--- src/rtl/chunked_adder.sv ---
// Multi-cycle adder: sums WIDTH-bit operands CHUNK bits per clock, LSB chunk first.
// Optional subtract mode is enabled by defining SUBTRACT_EN (adds the sub port).
module chunked_adder #(
    parameter int WIDTH = 16,
    parameter int CHUNK = 4
) (
    input  logic             clk,
    input  logic             rst,
    input  logic             start,
    input  logic [WIDTH-1:0] a,
    input  logic [WIDTH-1:0] b,
    input  logic             cin,
`ifdef SUBTRACT_EN
    input  logic             sub,
`endif
    output logic             busy,
    output logic             done,
    output logic [WIDTH-1:0] sum,
    output logic             cout,
    output logic             ovf
);

    localparam int NCHUNK = WIDTH / CHUNK;
    localparam int IDX_W  = (NCHUNK > 1) ? $clog2(NCHUNK) : 1;
    localparam logic [IDX_W-1:0] LAST_IDX = IDX_W'(NCHUNK - 1);

    typedef enum logic [1:0] {S_IDLE, S_RUN, S_DONE} state_t;

    state_t           r_state;
    state_t           w_next;
    logic [WIDTH-1:0] r_a;
    logic [WIDTH-1:0] r_b;
    logic             r_a_msb;
    logic             r_b_msb;
    logic             r_carry;
    logic [IDX_W-1:0] r_idx;
    logic [WIDTH-1:0] r_shadow;
    logic [WIDTH-1:0] r_sum;
    logic             r_cout;
    logic             r_ovf;
    logic             r_done;
    logic [WIDTH-1:0] w_b_eff;
    logic             w_c_eff;
    logic [CHUNK:0]   w_chunk;
    logic             w_accept;

    function automatic logic f_ovf(input logic a_msb, input logic b_msb, input logic s_msb);
        return (a_msb == b_msb) && (s_msb != a_msb);
    endfunction

`ifdef SUBTRACT_EN
    assign w_b_eff = sub ? ~b : b;
    assign w_c_eff = sub ? 1'b1 : cin;
`else
    assign w_b_eff = b;
    assign w_c_eff = cin;
`endif

    assign w_accept = (r_state == S_IDLE) && start;
    // Operands are shifted right each RUN cycle, so the active chunk is always the low CHUNK bits.
    assign w_chunk  = {1'b0, r_a[CHUNK-1:0]} + {1'b0, r_b[CHUNK-1:0]} + {{CHUNK{1'b0}}, r_carry};

    always_ff @(posedge clk or posedge rst) begin
        if (rst) r_state <= S_IDLE;
        else     r_state <= w_next;
    end

    always_comb begin
        w_next = r_state;
        case (r_state)
            S_IDLE:  if (start) w_next = S_RUN;
            S_RUN:   if (r_idx == LAST_IDX) w_next = S_DONE;
            S_DONE:  w_next = S_IDLE;
            default: w_next = S_IDLE;
        endcase
    end

    // Shadow fills from the top, so after NCHUNK shifts it holds the full result and no stale bits.
    always_ff @(posedge clk or posedge rst) begin
        if (rst) begin
            r_a      <= '0;
            r_b      <= '0;
            r_a_msb  <= 1'b0;
            r_b_msb  <= 1'b0;
            r_carry  <= 1'b0;
            r_idx    <= '0;
            r_shadow <= '0;
            r_sum    <= '0;
            r_cout   <= 1'b0;
            r_ovf    <= 1'b0;
            r_done   <= 1'b0;
        end else begin
            r_done <= 1'b0;
            if (w_accept) begin
                r_a     <= a;
                r_b     <= w_b_eff;
                r_a_msb <= a[WIDTH-1];
                r_b_msb <= w_b_eff[WIDTH-1];
                r_carry <= w_c_eff;
                r_idx   <= '0;
            end else if (r_state == S_RUN) begin
                r_a      <= r_a >> CHUNK;
                r_b      <= r_b >> CHUNK;
                r_carry  <= w_chunk[CHUNK];
                r_shadow <= (r_shadow >> CHUNK) | (WIDTH'(w_chunk[CHUNK-1:0]) << (WIDTH - CHUNK));
                r_idx    <= r_idx + 1'b1;
            end else if (r_state == S_DONE) begin
                r_sum  <= r_shadow;
                r_cout <= r_carry;
                r_ovf  <= f_ovf(r_a_msb, r_b_msb, r_shadow[WIDTH-1]);
                r_done <= 1'b1;
            end
        end
    end

    assign busy = (r_state != S_IDLE);
    assign done = r_done;
    assign sum  = r_sum;
    assign cout = r_cout;
    assign ovf  = r_ovf;

endmodule

--- config.mk ---
export PLATFORM = sky130hd
export DESIGN_NAME = chunked_adder
export DESIGN_NICKNAME = d
export VERILOG_FILES = /design/src/rtl/chunked_adder.sv
export SDC_FILE = /design/constraint.sdc
export NUM_CORES = 1
export LEC_CHECK = 0
export CAP_MARGIN = 0
export CORE_MARGIN = 1
export CORE_UTILIZATION = 57
export DETAILED_ROUTE_END_ITERATION = 6
export PLACE_DENSITY_LB_ADDON = 0.12
export SLEW_MARGIN = 30
export SYNTH_ARGS = -nofsm -noshare
export SYNTH_HDL_FRONTEND = slang
export SYNTH_SLANG_ARGS = --single-unit
--- constraint.sdc ---
create_clock -name clk -period 5.2 [get_ports clk]
set_input_delay 1.04 -clock clk [delete_from_list [all_inputs] [get_ports clk]]
set_output_delay 1.04 -clock clk [all_outputs]
set_load 0.01 [all_outputs]
Word-level counts from Yosys, hierarchy flattened
Cells that the tools add are included.
Widths: inputs -> output; s select.

word-level totals
  register bits = 74
  input port bits = 36
  word-level logic and storage cells = 47

operators by class
  $add $sub $neg = 3
  eq/ne operators = 7
  multiplexer cells = 14
  bitwise operators = 3
  reductions and logical operators = 8

operator list
  operator             count
  $mux 16              4
  $or 12x16->16        1
  $mux 2               4
  $add 4x4->5          1
  $add 5x1->5          1
  $mux 1               5
  $eq 2x2->1 const B   2
  $ne 2x2->1 const B   2
  $pmux 2 s2           1
  $reduce_and 2->1     2
  $reduce_bool 2->1    2
  $reduce_and 3->1     1
  $add 2x1->2 const B  1
  $eq 2x1->1 const B   1
  $logic_and 1x1->1    2
  $logic_not 2->1      1
  $not 1->1            2
  $eq 1x1->1           1
  $ne 1x1->1           1

Logic depth before layout (Yosys ltp)
Gate-level depths: netlist (run 1).

  depth in word-level cells = 4
  depth in mapped cells = 6
  depth with buffers taken out = 6

Worst setup path before layout (run 1)
Ideal clock, no wire load.

  kind = register to output
  start = reg r_state[1]
  end = out busy
  data arrival time = 801 ps
  path slack = 3359 ps
  stages on the path, launching flop included = 3
  buffers on the path = 1
  path through = dfrtp_1 > buf_2 > or2_1

between the ends
  longest elaborated chain between the ends = 1

ends and longest elaborated chain
  element                 RTL line  source
  from (decl)             29        state_t r_state;
  from (signal assigned)  65        else r_state <= w_next;
  $reduce_bool 2->1       116       assign busy = (r_state != S_IDLE);
  to (decl)               16        output logic busy,

Every way passes these cells.

Worst setup path in the final report (run 1)
  start = reg r_state[0]
  end = out busy

Same word-level chain as after synthesis.

==> summary.txt, run 1 <==
Global routing
  • GRT overflow: 0
  • Initial antenna violation count: 0
  • Largest net degree at the start of global routing: slightly above 50
  • First-pass GRT wire length: 11.4 mm
  • All-Layer GR Usage: about a quarter
  • Vias in the first global route: 2380

Detailed routing
  • Vias post-DR: between 2000 and 2500
  • Pre-antenna DRT Iters: 5
  • WL/cell: 15.5 um
  • Iteration-0 DRC Markers: between 100 and 150
  • Via density: ~5.8
  • Antenna viol nets, final: 0
  • # DRC: 0
  • Final wirelength: 6.68 mm

Cells and area
  • Antenna cells: 0
  • Fillers: around 400
  • Final #Nets: 396
  • Post-Layout Cell Count: ~430
  • Share of layout cells above drive strength 1: between 10% and 20%
  • Area Growth Syn to Fin: 24.0%

Logic synthesis
  • Netlist cell types: 34
  • Yosys top cell area share: between 50 and 60%
  • Flops & latches, synth: 74
  • EDFF count, synth: 0
  • Synthesized instance count: 306
  • Leading area contributor after synthesis: dfrtp_1
  • Top cells by count, synth: dfrtp_1, nand2_1, o21ai_0
  • Asr flop ratio synth: 100%
  • Count leader, synth: dfrtp_1
  • Syn Area/Cell: 10.8 sq um
  • Sequential area share after synthesis: 55.8%
  • Ys flop type: dfrtp_1
  • Synthesized area: about 3300 sq um
  • Syn Nets: approximately 350
  • Synth top area cells: dfrtp_1, a22oi_1, mux2_2
  • Yosys synthesis warning count: 0

Critical path
  • Critical Setup Path Class: reg -> out
  • Critical Path Start Type: flop
  • Crit-path cells: buf_4 > or2_1 > clkdlybuf4s50_1
  • Kind of cell adding the most delay to the critical path: buffers and inverters
  • CP Capture Type: output port
  • Max stage delay on crit path: between 0.5 and 0.6 ns
  • Crit path buf inv count: 2
  • WP data arrival: roughly 1.8 ns
  • CP max stage cell: clkdlybuf4s50_1
  • CP required: ~4.2 ns
  • Worst Path Max Fanout: 50

Job
  • Total of max-cap violations: 0

Clock tree
  • TritonCTS clock tree: yes
  • Clk_lat worst skew: between 0.3 and 0.4 ns
  • CTS H-tree depth: 3
  • CTS max path bufs: 2
  • CTS buffer count: 9
  • Setup bufs post-CTS: 0
  • Hold-fix buffers at CTS: 0
  • Reg clk slew, reported paths: 0.08 ns
  • Root buffer cell: clkbuf_8
  • Clk sinks: 74
  • # resized after CTS: 0

STA
  • Slew @ Worst Pin: between 0.8 and 0.9 ns
  • Setup WS post-layout: 2.32 ns
  • Final Cycle Share: between 50% and 60%
  • Slew Viols, Final: 0
  • Fmax: approximately 350 MHz
  • Setup_tns: 0 ns
  • Final setup vio count: 0
  • Final worst path period need: roughly 2.9 ns
  • Max_slew headroom: 46.3%
  • RSZ-0062 raised after global routing: no
  • Final Skew: 0.00961 ns
  • Final Hold Fails: 0
  • Min Hold Slack: 0.478 ns

Floorplanning
  • Initial Util: 59.5%
  • Die Area: approximately 6000 sq um
  • Core Footprint: ~5600 sq um
  • Row count: 27
  • Die height: slightly below 80 um
  • Num ports: between 50 and 60
  • Die W: between 70 and 80 um

Power and ir drop
  • IR drop worst, VDD: 340 uV
  • LEAKAGE: ~1.9 nW
  • PD cells: about 580 nW/um^2

Placed design
  • Routability congestion estimate from global placement: between 0.7 and 0.8
  • Dpl cells: between 400 and 500
  • Pre-CTS setup slack: between 2 and 2.5 ns
  • Port buffer count: 55
  • Hpwl dp: 4.33 mm

Status
  • Status: finished clean

Hold path
  • Hold Path Class: reg -> reg
-- cell usage in the layout, fill, tap and decap left out, types with 2 or more instances in the layout --
master,Yosys,final
nand2_1,56,56
nor2_1,3,3
nor4b_1,2,2
a22o_1,4,4
clkbuf_8,0,9
dfrtp_1,74,74
clkdlybuf4s50_1,0,55
buf_4,5,3
inv_6,0,2
nor2b_1,5,4
fa_1,2,2
bufinv_16,0,3
a22oi_1,32,32
inv_1,8,7
mux2_2,19,19
o21ai_0,35,35
nand2b_1,2,2
and3b_1,11,11
ha_1,4,4
a21oi_1,13,13
-- stage by stage --
| stage | cell area, sq um | utilization (%) | power, mW |
|---|---|---|---|
| finish | 4110 | 73.8 | 2.40 |
| global route | 4110 | 73.8 | 2.56 |
| CTS | 4110 | 73.8 | 2.41 |
| detailed placement | 3860 | 69.3 | 1.86 |
| global placement | 3860 | 69.3 | 1.81 |
| floorplan | 3320 | - | 1.56 |
-- cells by family after synthesis --
kind of cell / count (synthesis) / share of synthesized area (%)
AO/OA/AOI/OAI: 89 / 17.0
adder cells (fa/ha/maj): 6 / 2.72
buffers and inverters: 30 / 4.64
flip-flops: 74 / 55.8
multiplexers: 19 / 6.45
AND/OR/NAND/NOR: 88 / 13.4
-- routing by layer --
metal  wire length [um]  GRT usage, %  vias to the layer above
met2               3280          38.1                       65
met1               3030          33.4                     1246
met5                  0             0                        -
li1                   -             -                     1173
met3                217          4.42                       12
met4                155          13.7                        0
-- path summary, 6_finish.rpt --
path                                              start                        to  slack [ns]  depth (start not counted)
worst max-delay path             r_state[0]$_DFFE_PP0P_                      busy        2.32                          3
worst min-delay path            r_shadow[3]$_DFFE_PP0P_   r_shadow[3]$_DFFE_PP0P_        0.48                          2
worst max register to register   r_state[0]$_DFFE_PP0P_  r_shadow[15]$_DFFE_PP0P_        3.15                          4
worst min register to register  r_shadow[3]$_DFFE_PP0P_   r_shadow[3]$_DFFE_PP0P_        0.48                          2
max in group asynchronous                           rst   r_shadow[8]$_DFFE_PP0P_        3.21                          3
min in group asynchronous                           rst       r_a[10]$_DFFE_PP0P_        1.11                          2
-- power breakdown --
| part | switching, mW | leakage (nW) | total [mW] | internal [mW] |
|---|---|---|---|---|
| registers | 0.165 | 0.949 | 0.983 | 0.818 |
| logic | 0.451 | 0.808 | 0.867 | 0.415 |
| clock network | 0.226 | 0.120 | 0.549 | 0.323 |
| total | 0.843 | 1.88 | 2.40 | 1.56 |
-- layout make-up --
type,count,area (sq um),area share [%]
clock buffers,9,124,3.01
clock inverters,7,124,3.01
inverters,9,35.0,0.852
repair buffers,58,573,13.9
multi-input cells,202,1320,32.0
flip-flops and latches,74,1850,45.0
well taps,72,90.1,2.19
-- state kept, by name, summed over array words and instances (netlist names) --
name	cells
cout	1
ovf	1
r_b_msb	1
done	1
r_carry	1
r_a	16
r_state	2
r_idx	2
r_shadow	16
r_a_msb	1
r_b	16
sum	16
-- tightest hold or removal path: cells and delay by family, from the launching register on --
| family | cells | cell delay (ns) |
|---|---|---|
| DFF | 1 | 0.35 |
| and+or+nand+nor | 2 | 0.10 |
Note: power is estimated with default switching activity, not from simulation.
==> run 2: changes to the inputs <==
--- a/config.mk
+++ b/config.mk
@@ -7,7 +7,7 @@
 export LEC_CHECK = 0
 export CAP_MARGIN = 0
 export CORE_MARGIN = 1
-export CORE_UTILIZATION = 57
+export CORE_UTILIZATION = 48
 export DETAILED_ROUTE_END_ITERATION = 6
 export PLACE_DENSITY_LB_ADDON = 0.12
 export SLEW_MARGIN = 30
==> constraint.sdc (replaced) <==
create_clock -name clk -period 2.3 [get_ports clk]
set_input_delay 0.46 -clock clk [delete_from_list [all_inputs] [get_ports clk]]
set_output_delay 0.46 -clock clk [all_outputs]
set_load 0.01 [all_outputs]
==> run 2 against run 1 <==
Compared with the run above: clock power increased by 120%; combinational power rose by 130%; utilization decreased by 9.0 points; clock skew fell by 0.0025 ns; setup slack worse by 2.1 ns; cell count grew 3.0%; flip-flop and latch count stayed put; sequential share of layout area decreased by 1.0 points.
==> summary.txt, run 2 (synthesized netlist as in run 1, its figures left out) <==
Status
  • Status: finished clean

Detailed routing
  • Iteration-0 DRC Markers: 140
  • # DRC: 0
  • Via density: ~5.5
  • Pre-antenna DRT Iters: 4
  • Antenna viol nets, final: 0
  • WL/cell: 15.3 um
  • Final wirelength: between 6 and 7 mm
  • Vias post-DR: ~2400

Critical path
  • WP data arrival: roughly 1.7 ns
  • Worst Path Max Fanout: 10
  • RR Startpoint: r_a[0]$_DFFE_PP0P_
  • CP required: roughly 1.8 ns
  • Worst R2R End: r_carry$_DFFE_PP0P_
  • Flop-to-flop setup slack: 0.53 ns
  • Critical Setup Path Class: reg -> out
  • Critical Path Start Type: flop
  • Reg2reg path depth: 6
  • CP Capture Type: output port

STA
  • RSZ-0062 raised after global routing: no
  • Final setup vio count: 0
  • Max_slew headroom: 74.4%
  • Slew @ Worst Pin: approximately 0.38 ns
  • Setup_tns: 0 ns
  • Slew Viols, Final: 0
  • Fmax: about 470 MHz
  • Final Cycle Share: 92.5%
  • Final worst path period need: about 2.1 ns
  • Final Skew: between 0.007 and 0.008 ns
  • Final Hold Fails: 0
  • Setup WS post-layout: approximately 0.17 ns

Cells and area
  • Sequential cell area: approximately 1900 sq um
  • Share of layout cells above drive strength 1: between 10% and 20%
  • Final #Nets: 404
  • Most common cell after layout, fill and taps aside: dfrtp_1
  • Commonest non-fill, non-tap cells in the layout: dfrtp_1, nand2_1, clkdlybuf4s50_1
  • Antenna cells: 0
  • Multi-input logic area: around 1300 sq um
  • Fillers: approximately 540
  • Area Growth Syn to Fin: 26.9%

Hold path
  • Hold Path End: r_shadow[2]$_DFFE_PP0P_
  • Hold Path Stages: 2
  • Worst min-delay path startpoint: r_shadow[2]$_DFFE_PP0P_
  • Hold Path Class: reg -> reg

Floorplanning
  • Num ports: 56
  • Row count: 29
  • Core Footprint: approximately 6500 sq um
  • Initial Util: about half
  • Die height: roughly 85 um
  • Die W: 85.1 um
  • Die Area: ~7200 sq um

Clock tree
  • Reg clk slew, reported paths: ~0.08 ns
  • Setup bufs post-CTS: 0
  • Hold-fix buffers at CTS: 0
  • CTS H-tree depth: 3
  • Clk_lat worst skew: about 0.35 ns
  • Clk sinks: between 70 and 80
  • CTS buffer count: 9
  • # resized after CTS: 0
  • Root buffer cell: clkbuf_8
  • TritonCTS clock tree: yes
  • CTS max path bufs: 2

Power and ir drop
  • Sequential share of power: 40.8%
  • Combinational power share: a little under two fifths
  • LEAKAGE: 1.93 nW
  • Clock network fraction of design power: 22.0%
  • Switching Share: 34.4%
  • Total power: ~5.5 mW
  • IR drop worst, VDD: around 620 uV
  • Net Sw Power: ~1.9 mW
  • PD cells: 1300 nW/um^2
  • Internal power: approximately 3.6 mW

Global routing
  • Largest net degree at the start of global routing: 75
  • All-Layer GR Usage: 20.9%
  • GRT overflow: 0
  • Initial antenna violation count: 0
  • First-pass GRT wire length: 11.7 mm
  • Vias in the first global route: between 2000 and 2500

Placed design
  • Pre-CTS setup slack: around 0.39 ns
  • Port buffer count: 55
  • Hpwl dp: between 4 and 5 mm
  • Routability congestion estimate from global placement: ~0.79

Job
  • Total of max-cap violations: 0
run 2: critical path, cell delays in order (launching register included):
cell	delay, ns
dfrtp_1	0.52
or2_1	0.24
clkdlybuf4s50_1	0.56
run 2: layout make-up:
type | count | share of cell area, %
Inverter | 9 | 0.892
Timing Repair Buffer | 66 | 15.9
Sequential cell | 74 | 44.0
Clock inverter | 7 | 2.79
Multi-Input combinational cell | 202 | 31.2
Clock buffer | 9 | 2.94
Tap cell | 77 | 2.29
run 2: how the worst max path moves through the flow:
stage                          end                   start  slack (ns)  cells past startpoint
3_5_place_dp   r_b_msb$_DFFE_PP0P_                   start        0.39                      4
4_1_cts                       busy  r_state[0]$_DFFE_PP0P_        0.15                      2
2_1_floorplan  r_carry$_DFFE_PP0P_      r_a[0]$_DFFE_PP0P_        0.69                      6
6_report                      busy  r_state[0]$_DFFE_PP0P_        0.17                      2
5_1_grt                       busy  r_state[0]$_DFFE_PP0P_        0.11                      2
3_3_place_gp   r_a_msb$_DFFE_PP0P_                   start        0.44                      4
run 2: per-layer routing:
layer,vias to the layer above,part of all wire [%],global-route usage [%]
met3,8,3.1,3.31
li1,1192,-,-
met2,49,49,34.4
met1,1182,46,27.7
met5,-,0,0
met4,0,1.6,8.78
run 2: metrics by stage:
step,instance area (sq um),cells,hold slack [ns],util (%)
global placement,3970,428,0.461,61.1
CTS,4210,444,0.481,64.8
detailed placement,3970,428,0.460,61.1
floorplan,3320,306,0.440,-
global route,4210,444,0.511,64.8
finish,4210,444,0.481,64.8
run 2: power by group through the flow:
stage	sequential [mW]	clock [mW]	combinational [mW]
2_1_floorplan	2.20	0	1.32
6_report	2.24	1.20	2.03
5_1_grt	2.31	1.28	2.28
3_3_place_gp	2.23	0	1.99
3_5_place_dp	2.26	0	2.06
4_1_cts	2.23	1.23	2.07
==> run 3: changes to the inputs <==
--- a/config.mk
+++ b/config.mk
@@ -10,6 +10,7 @@
 export CORE_UTILIZATION = 48
 export DETAILED_ROUTE_END_ITERATION = 6
 export PLACE_DENSITY_LB_ADDON = 0.12
+export SETUP_SLACK_MARGIN = 0.15
 export SLEW_MARGIN = 30
 export SYNTH_ARGS = -nofsm -noshare
 export SYNTH_HDL_FRONTEND = slang
==> constraint.sdc (replaced) <==
create_clock -name clk -period 2.3 [get_ports clk]
set_input_delay 0.46 -clock clk [delete_from_list [all_inputs] [get_ports clk]]
set_output_delay 0.46 -clock clk [all_outputs]
set_load 0.1 [all_outputs]
==> run 3 against run 2 <==
Compared with the run above: register-to-register slack got worse by 0.07 ns; clock power down 3%; non-clock buffer count grew 2; power up 17%; die area unchanged; flip-flop and latch count unchanged.
==> summary.txt, run 3 (synthesized netlist as in run 1, its figures left out) <==
Status
  • Status: finished clean

Placed design
  • Dpl cells: 430
  • Routability congestion estimate from global placement: 0.760
  • Hpwl dp: around 4.6 mm
  • Port buffer count: 55
  • Pre-CTS setup slack: roughly 0.40 ns

Cells and area
  • Antenna cells: 0
  • Area Growth Syn to Fin: 25.3%
  • Commonest non-fill, non-tap cells in the layout: dfrtp_1, nand2_1, o21ai_0, clkdlybuf4s50_1, a22oi_1
  • Final Util: between 60 and 70%
  • Share of layout cells above drive strength 1: approximately a fifth
  • Post-Layout Cell Count: 446
  • Fillers: ~550
  • Final #Nets: about 400
  • Most common cell after layout, fill and taps aside: dfrtp_1

Clock tree
  • Hold-fix buffers at CTS: 0
  • Reg clk slew, reported paths: 0.08 ns
  • Root buffer cell: clkbuf_8
  • CTS buffer count: 9
  • Clk sinks: 74
  • CTS H-tree depth: 3
  • Setup bufs post-CTS: 0
  • Clk_lat worst skew: between 0.3 and 0.4 ns
  • TritonCTS clock tree: yes
  • # resized after CTS: 0
  • CTS max path bufs: 2

STA
  • Final Skew: 0.00846 ns
  • Slew @ Worst Pin: around 0.56 ns
  • Fmax: 500 MHz
  • Setup WS post-layout: slightly above 0.3 ns
  • Max_slew headroom: between 60% and 70%
  • Final Cycle Share: between 80 and 90%
  • RSZ-0062 raised after global routing: no
  • Final worst path period need: approximately 2.0 ns
  • Final Hold Fails: 0
  • Setup_tns: 0 ns
  • Slew Viols, Final: 0
  • Final setup vio count: 0

Global routing
  • GRT overflow: 0
  • All-Layer GR Usage: between 20% and 30%
  • Initial antenna violation count: 0
  • Largest net degree at the start of global routing: 75
  • Vias in the first global route: 2424
  • First-pass GRT wire length: ~12 mm

Floorplanning
  • Die W: between 80 and 90 um
  • Die height: around 85 um
  • Die Area: about 7200 sq um
  • Row count: 29
  • Core Footprint: between 6000 and 7000 sq um
  • Initial Util: between 50% and 60%
  • Num ports: 56

Hold path
  • Hold Path Stages: 2
  • Hold Path Class: reg -> reg
  • Worst min-delay path startpoint: r_shadow[3]$_DFFE_PP0P_
  • Hold Path End: r_shadow[3]$_DFFE_PP0P_

Power and ir drop
  • Combinational power share: a little under half
  • Sequential share of power: a little over a third
  • Total power: 6.41 mW
  • Switching Share: 45.1%
  • PD cells: 1540 nW/um^2
  • Clock network fraction of design power: 18.1%
  • Internal power: about 3.5 mW
  • Net Sw Power: 2.89 mW
  • LEAKAGE: 1.96 nW
  • IR drop worst, VDD: between 1000 and 1500 uV

Critical path
  • Critical Path Start Type: flop
  • RR Startpoint: r_state[0]$_DFFE_PP0P_
  • CP Capture Type: output port
  • Critical Setup Path Class: reg -> out
  • Flop-to-flop setup slack: 0.46 ns
  • Worst R2R End: r_a[4]$_DFFE_PP0P_
  • Worst Path Max Fanout: 17
  • Crit-path cells: or2_1 > buf_12
  • WP data arrival: about 1.5 ns
  • CP required: 1.84 ns
  • Crit. Startpoint: r_state[1]$_DFFE_PP0P_
  • Max stage delay on crit path: around 0.70 ns
  • CP max stage cell: dfrtp_1
  • Reg2reg path depth: 5

Detailed routing
  • Iteration-0 DRC Markers: 201
  • Antenna viol nets, final: 0
  • Pre-antenna DRT Iters: 4
  • Via density: roughly 5.5
  • WL/cell: roughly 15 um
  • Vias post-DR: approximately 2500
  • # DRC: 0
  • Final wirelength: 6.82 mm

Job
  • Total of max-cap violations: 0
[run 3: changes by cell type in the layout (fill, tap and decap cells not counted)]
| cell | change |
|---|---|
| clkinv_4 | -2 |
| clkbuf_8 | +3 |
| bufinv_16 | -1 |
| clkinv_2 | -1 |
| clkdlybuf4s50_1 | -20 |
| buf_12 | -1 |
| clkinvlp_4 | +1 |
| buf_4 | +23 |
[run 3: worst max-delay path, delay by kind of cell (launching register included)]
kind	cells	cell delay, ns
buf+inv	1	0.20
flops	1	0.70
simple gates	1	0.29
[run 3: area by class of cell]
type	instances	area (sq um)	area share, %
clock buffers	12	165	3.97
clock inverters	4	72.6	1.74
inverters	9	37.5	0.903
multi-input cells	202	1310	31.6
flip-flops and latches	74	1850	44.5
well taps	77	96.3	2.32
repair buffers	68	623	15.0
[run 3: stage by stage]
step / cell area, sq um / hold WS, ns
after floorplan: 3320 / 0.440
after global placement: 3920 / 0.460
after detailed placement: 3920 / 0.462
after CTS: 4160 / 0.481
after global routing: 4160 / 0.512
final: 4160 / 0.478
[run 3: worst max-delay path by stage]
stage                     endpoint  slack (ns)
2_1_floorplan  r_a_msb$_DFFE_PP0P_        0.44
3_3_place_gp   r_b[15]$_DFFE_PP0P_        0.45
3_5_place_dp   r_b[15]$_DFFE_PP0P_        0.40
4_1_cts                       busy        0.28
5_1_grt                       busy        0.21
6_report                      busy        0.30
[run 3: layer usage]
layer	global-route usage, %	vias to the layer above	wire (um)
met2	32.3	63	3190
met5	0	-	0
met1	29.6	1195	3260
li1	-	1199	-
met4	8.32	0	99
met3	3.31	8	262
[run 3: power by group through the flow]
| stage | registers, mW | clock network, mW | logic, mW |
|---|---|---|---|
| CTS | 2.28 | 1.19 | 2.99 |
| global placement | 2.28 | 0 | 2.93 |
| floorplan | 3.14 | 0 | 1.40 |
| finish | 2.28 | 1.16 | 2.97 |
| global route | 2.36 | 1.23 | 3.24 |
| detailed placement | 2.31 | 0 | 2.98 |
==> edit 1: new RTL, flow settings as in run 1 <==
Register the output `sum` once more, cleared by the reset; this adds one clock of latency there. The other outputs are not delayed to match.
--- a/src/rtl/chunked_adder.sv
+++ b/src/rtl/chunked_adder.sv
@@ -116,5 +116,11 @@
     assign busy = (r_state != S_IDLE);
     assign done = r_done;
-    assign sum  = r_sum;
+    always_ff @(posedge clk or posedge rst) begin
+        if (rst) begin
+            sum <= '0;
+        end else begin
+            sum <= r_sum;
+        end
+    end
     assign cout = r_cout;
     assign ovf  = r_ovf;
Check against the original RTL: not equivalent (a bounded check fails within 10 cycles, from zero or initial values and one cycle with rst high).
==> edit 1 against run 1 <==
  * Sequential cell count is 16 higher
  * Total power is 8.9% higher
  * Critical path type unchanged
  * Worst setup slack better by 0.037 ns
  * Register-to-register slack worse by 0.08 ns
  * Design area is 10% higher
  * Count of clock-buffer cells in the layout is 1 higher
  * Synthesized area is 14% higher
  * Wire length is 6.0% higher
==> edit 1: results <==
metrics = {
    "outcome": {
        "outcome": "completed",
    },
    "drt": {
        "wl_met1_um": 3330,
        "drt_iter0_drc": 129,
        "vias_per_cell": 5.58,
        "wl_met2_um": 3330,
        "wl_met3_um": 276,
        "dr.pass1.iters": 4,
    },
    "place": {
        "place.gp.congestion": 0.754,
        "dp_hpwl_um": 4480,
        "pre_cts_slack_ns": 2.09,
    },
    "sta": {
        "tightest_slew_ns": 0.817,
        "fin_skew_ns": 0.00643,
    },
    "grt": {
        "grt_pass1_vias": 2408,
        "grtUsageTotal_pct": 22.9,
        "grt_max_degree": 67,
    },
    "logic_synthesis": {
        "yosysSeqAreaShare_pct": 59.7,
        "synth_common_cells": "90 x dfrtp_1, 57 x nand2_1, 26 x o21ai_1, 23 x a22oi_1, 19 x a21oi_1",
        "synth_fp_nets": 367,
        "synthTopCellsByArea": "dfrtp_1 60%, mux2_4 6.8%, nand2_1 5.7%",
    },
    "pwr": {
        "vdd_drop_max_uv": 301,
    },
    "setup_path": {
        "critPathMaxStageDelay_ns": 0.49,
        "arrival_ns": 1.81,
        "crit_fanout": 39,
    },
    "final_layout": {
        "fin_nets": 417,
        "fillers": 472,
    },
}
edit 1: cell families after synthesis:
| kind of cell | share of synthesized area, % |
|---|---|
| buffers and inverters | 4.01 |
| multiplexers | 7.36 |
| adder cells (fa/ha/maj) | 2.39 |
| AND/OR/NAND/NOR | 12.4 |
| flip-flops | 59.7 |
| AO/OA/AOI/OAI | 14.2 |
edit 1: path summary, 6_finish.rpt:
path,start,end,slack (ns),cells past startpoint
worst max register to register,r_state[0],r_shadow[15],3.07,4
worst min register to register,r_sum[14],sum[14],0.39,0
min in group asynchronous,rst,r_b[7],1.09,2
worst max-delay path,r_state[1],busy,2.35,3
worst min-delay path,r_sum[14],sum[14],0.39,0
max in group asynchronous,rst,r_sum[10],3.36,3
edit 1: routing by layer:
metal  GRT usage (%)  up-vias
met5               0        -
met4            10.3        0
met3            4.97       14
met2            34.6       63
met1            32.0     1260
li1                -     1215
edit 1: area by class of cell:
class	instances	area (sq um)	area share, %
Inverter	9	38.8	0.854
Multi-Input combinational cell	206	1370	30.2
Tap cell	77	96.3	2.12
Timing Repair Buffer	59	581	12.8
Sequential cell	90	2250	49.6
Clock inverter	6	65.1	1.43
Clock buffer	10	138	3.03
edit 1: per-stage QoR:
| step | hold slack [ns] | total power, mW | cells | cell area (sq um) |
|---|---|---|---|---|
| 2_1_floorplan | 0.354 | 1.82 | 325 | 3770 |
| 3_3_place_gp | 0.363 | 2.09 | 441 | 4330 |
| 3_5_place_dp | 0.368 | 2.14 | 441 | 4340 |
| 4_1_cts | 0.385 | 2.63 | 457 | 4540 |
| 5_1_grt | 0.388 | 2.80 | 457 | 4540 |
| 6_report | 0.385 | 2.61 | 457 | 4540 |
edit 1: where the power goes:
group          switching [mW]  internal (mW)  total [mW]
clock                   0.249          0.237       0.486
sequential              0.177          0.996        1.17
combinational           0.481          0.473       0.954
total                   0.907           1.71        2.61
==> edit 2: new RTL, flow settings as in run 1 <==
Without the edit above. `CHUNK`: 4 -> 8.
--- a/src/rtl/chunked_adder.sv
+++ b/src/rtl/chunked_adder.sv
@@ -3,5 +3,5 @@
 module chunked_adder #(
     parameter int WIDTH = 16,
-    parameter int CHUNK = 4
+    parameter int CHUNK = 8
 ) (
     input  logic             clk,
Formal check against the unedited RTL: not equivalent (Yosys sat finds a counterexample within 10 cycles, from zero or initial values and one cycle with rst high).
==> edit 2 against run 1 <==
  * Design area fell by 3.8%
  * Register-to-register slack got worse by 0.02 ns
  * Via count fell by 7.7%
  * Wire length fell by 14%
  * Maximum frequency rose by 13%
  * Total power rose by 2.6%
  * Clock power fell by 24%
  * Sequential cell count fell by 1
  * Synthesized area fell by 4.8%
  * Worst setup slack improved by 0.34 ns
==> edit 2: results <==
metrics = {
    "setup_path": {
        "r2r_cells": 8,
        "r2r_slack_ns": 3.13,
        "r2r-start": "r_b[0]",
        "crit_fanout": 5,
    },
    "final_layout": {
        "fillers": 371,
        "seq_cell_count": 73,
        "postLayoutCellArea_sq_um": 3960,
        "multi_input_cells": 209,
        "final-clk-cell-share_pct": 4.87,
        "syn2layout_area_growth_pct": 25.3,
        "drive_gt1_share_pct": 11.7,
        "sh_seq_area_pct": 46.2,
    },
    "logic_synthesis": {
        "synth_cells": 307,
        "synth_common_cells": "102 x nand2_1, 73 x dfrtp_1, 26 x o21ai_0, 17 x mux2_2, 16 x a22oi_1",
        "synthDistinctLibCells": 33,
        "yosysSeqAreaShare_pct": 57.8,
    },
    "pwr": {
        "power_mw": 2.46,
        "p_leak_nw": 1.86,
    },
    "sta": {
        "hold_ws_ns": 0.474,
        "clock.fmax_mhz": 393,
        "slew_headroom_pct": 49.5,
    },
    "drt": {
        "vias_per_cell": 5.26,
        "dr.pass1.iters": 4,
        "vias": 2304,
    },
    "grt": {
        "grt_max_degree": 50,
        "grt_pass1_vias": 2123,
        "grt_pass1_wl_um": 10100,
    },
    "outcome": {
        "outcome": "completed",
    },
    "place": {
        "place.gp.congestion": 0.805,
        "dpl_cell_area_sq_um": 3760,
        "dp_hpwl_um": 3940,
    },
}
## edit 2: changes by cell type after synthesis, moves of 4 or more
cell,before,now
a21oi_1,13,4
a22oi_1,32,16
o21ai_0,35,26
clkbuf_1,8,3
nor2_1,3,8
buf_2,5,9
nand2_1,56,102
and3b_1,11,0
## edit 2: kinds of logic after synthesis
| family | count (synthesis) | share of synthesized area (%) |
|---|---|---|
| AOI/OAI and AO/OA | 62 | 12.6 |
| xor gates and xnor gates | 2 | 0.555 |
| adders and majority gates | 9 | 4.04 |
| buffers and inverters | 25 | 3.68 |
| DFF | 73 | 57.8 |
| muxes | 17 | 6.06 |
| and+or+nand+nor | 119 | 15.2 |
## edit 2: critical path: cells and delay by family (launching register included)
family,cells,cell delay [ns]
buffers and inverters,2,0.54
flip-flops,1,0.45
AND/OR/NAND/NOR,1,0.18
## edit 2: layer usage
layer | global-route usage, % | wire, um
met1 | 30.9 | 2710
met3 | 5.87 | 239
met2 | 33.3 | 2660
met5 | 0 | 0
met4 | 9.42 | 116
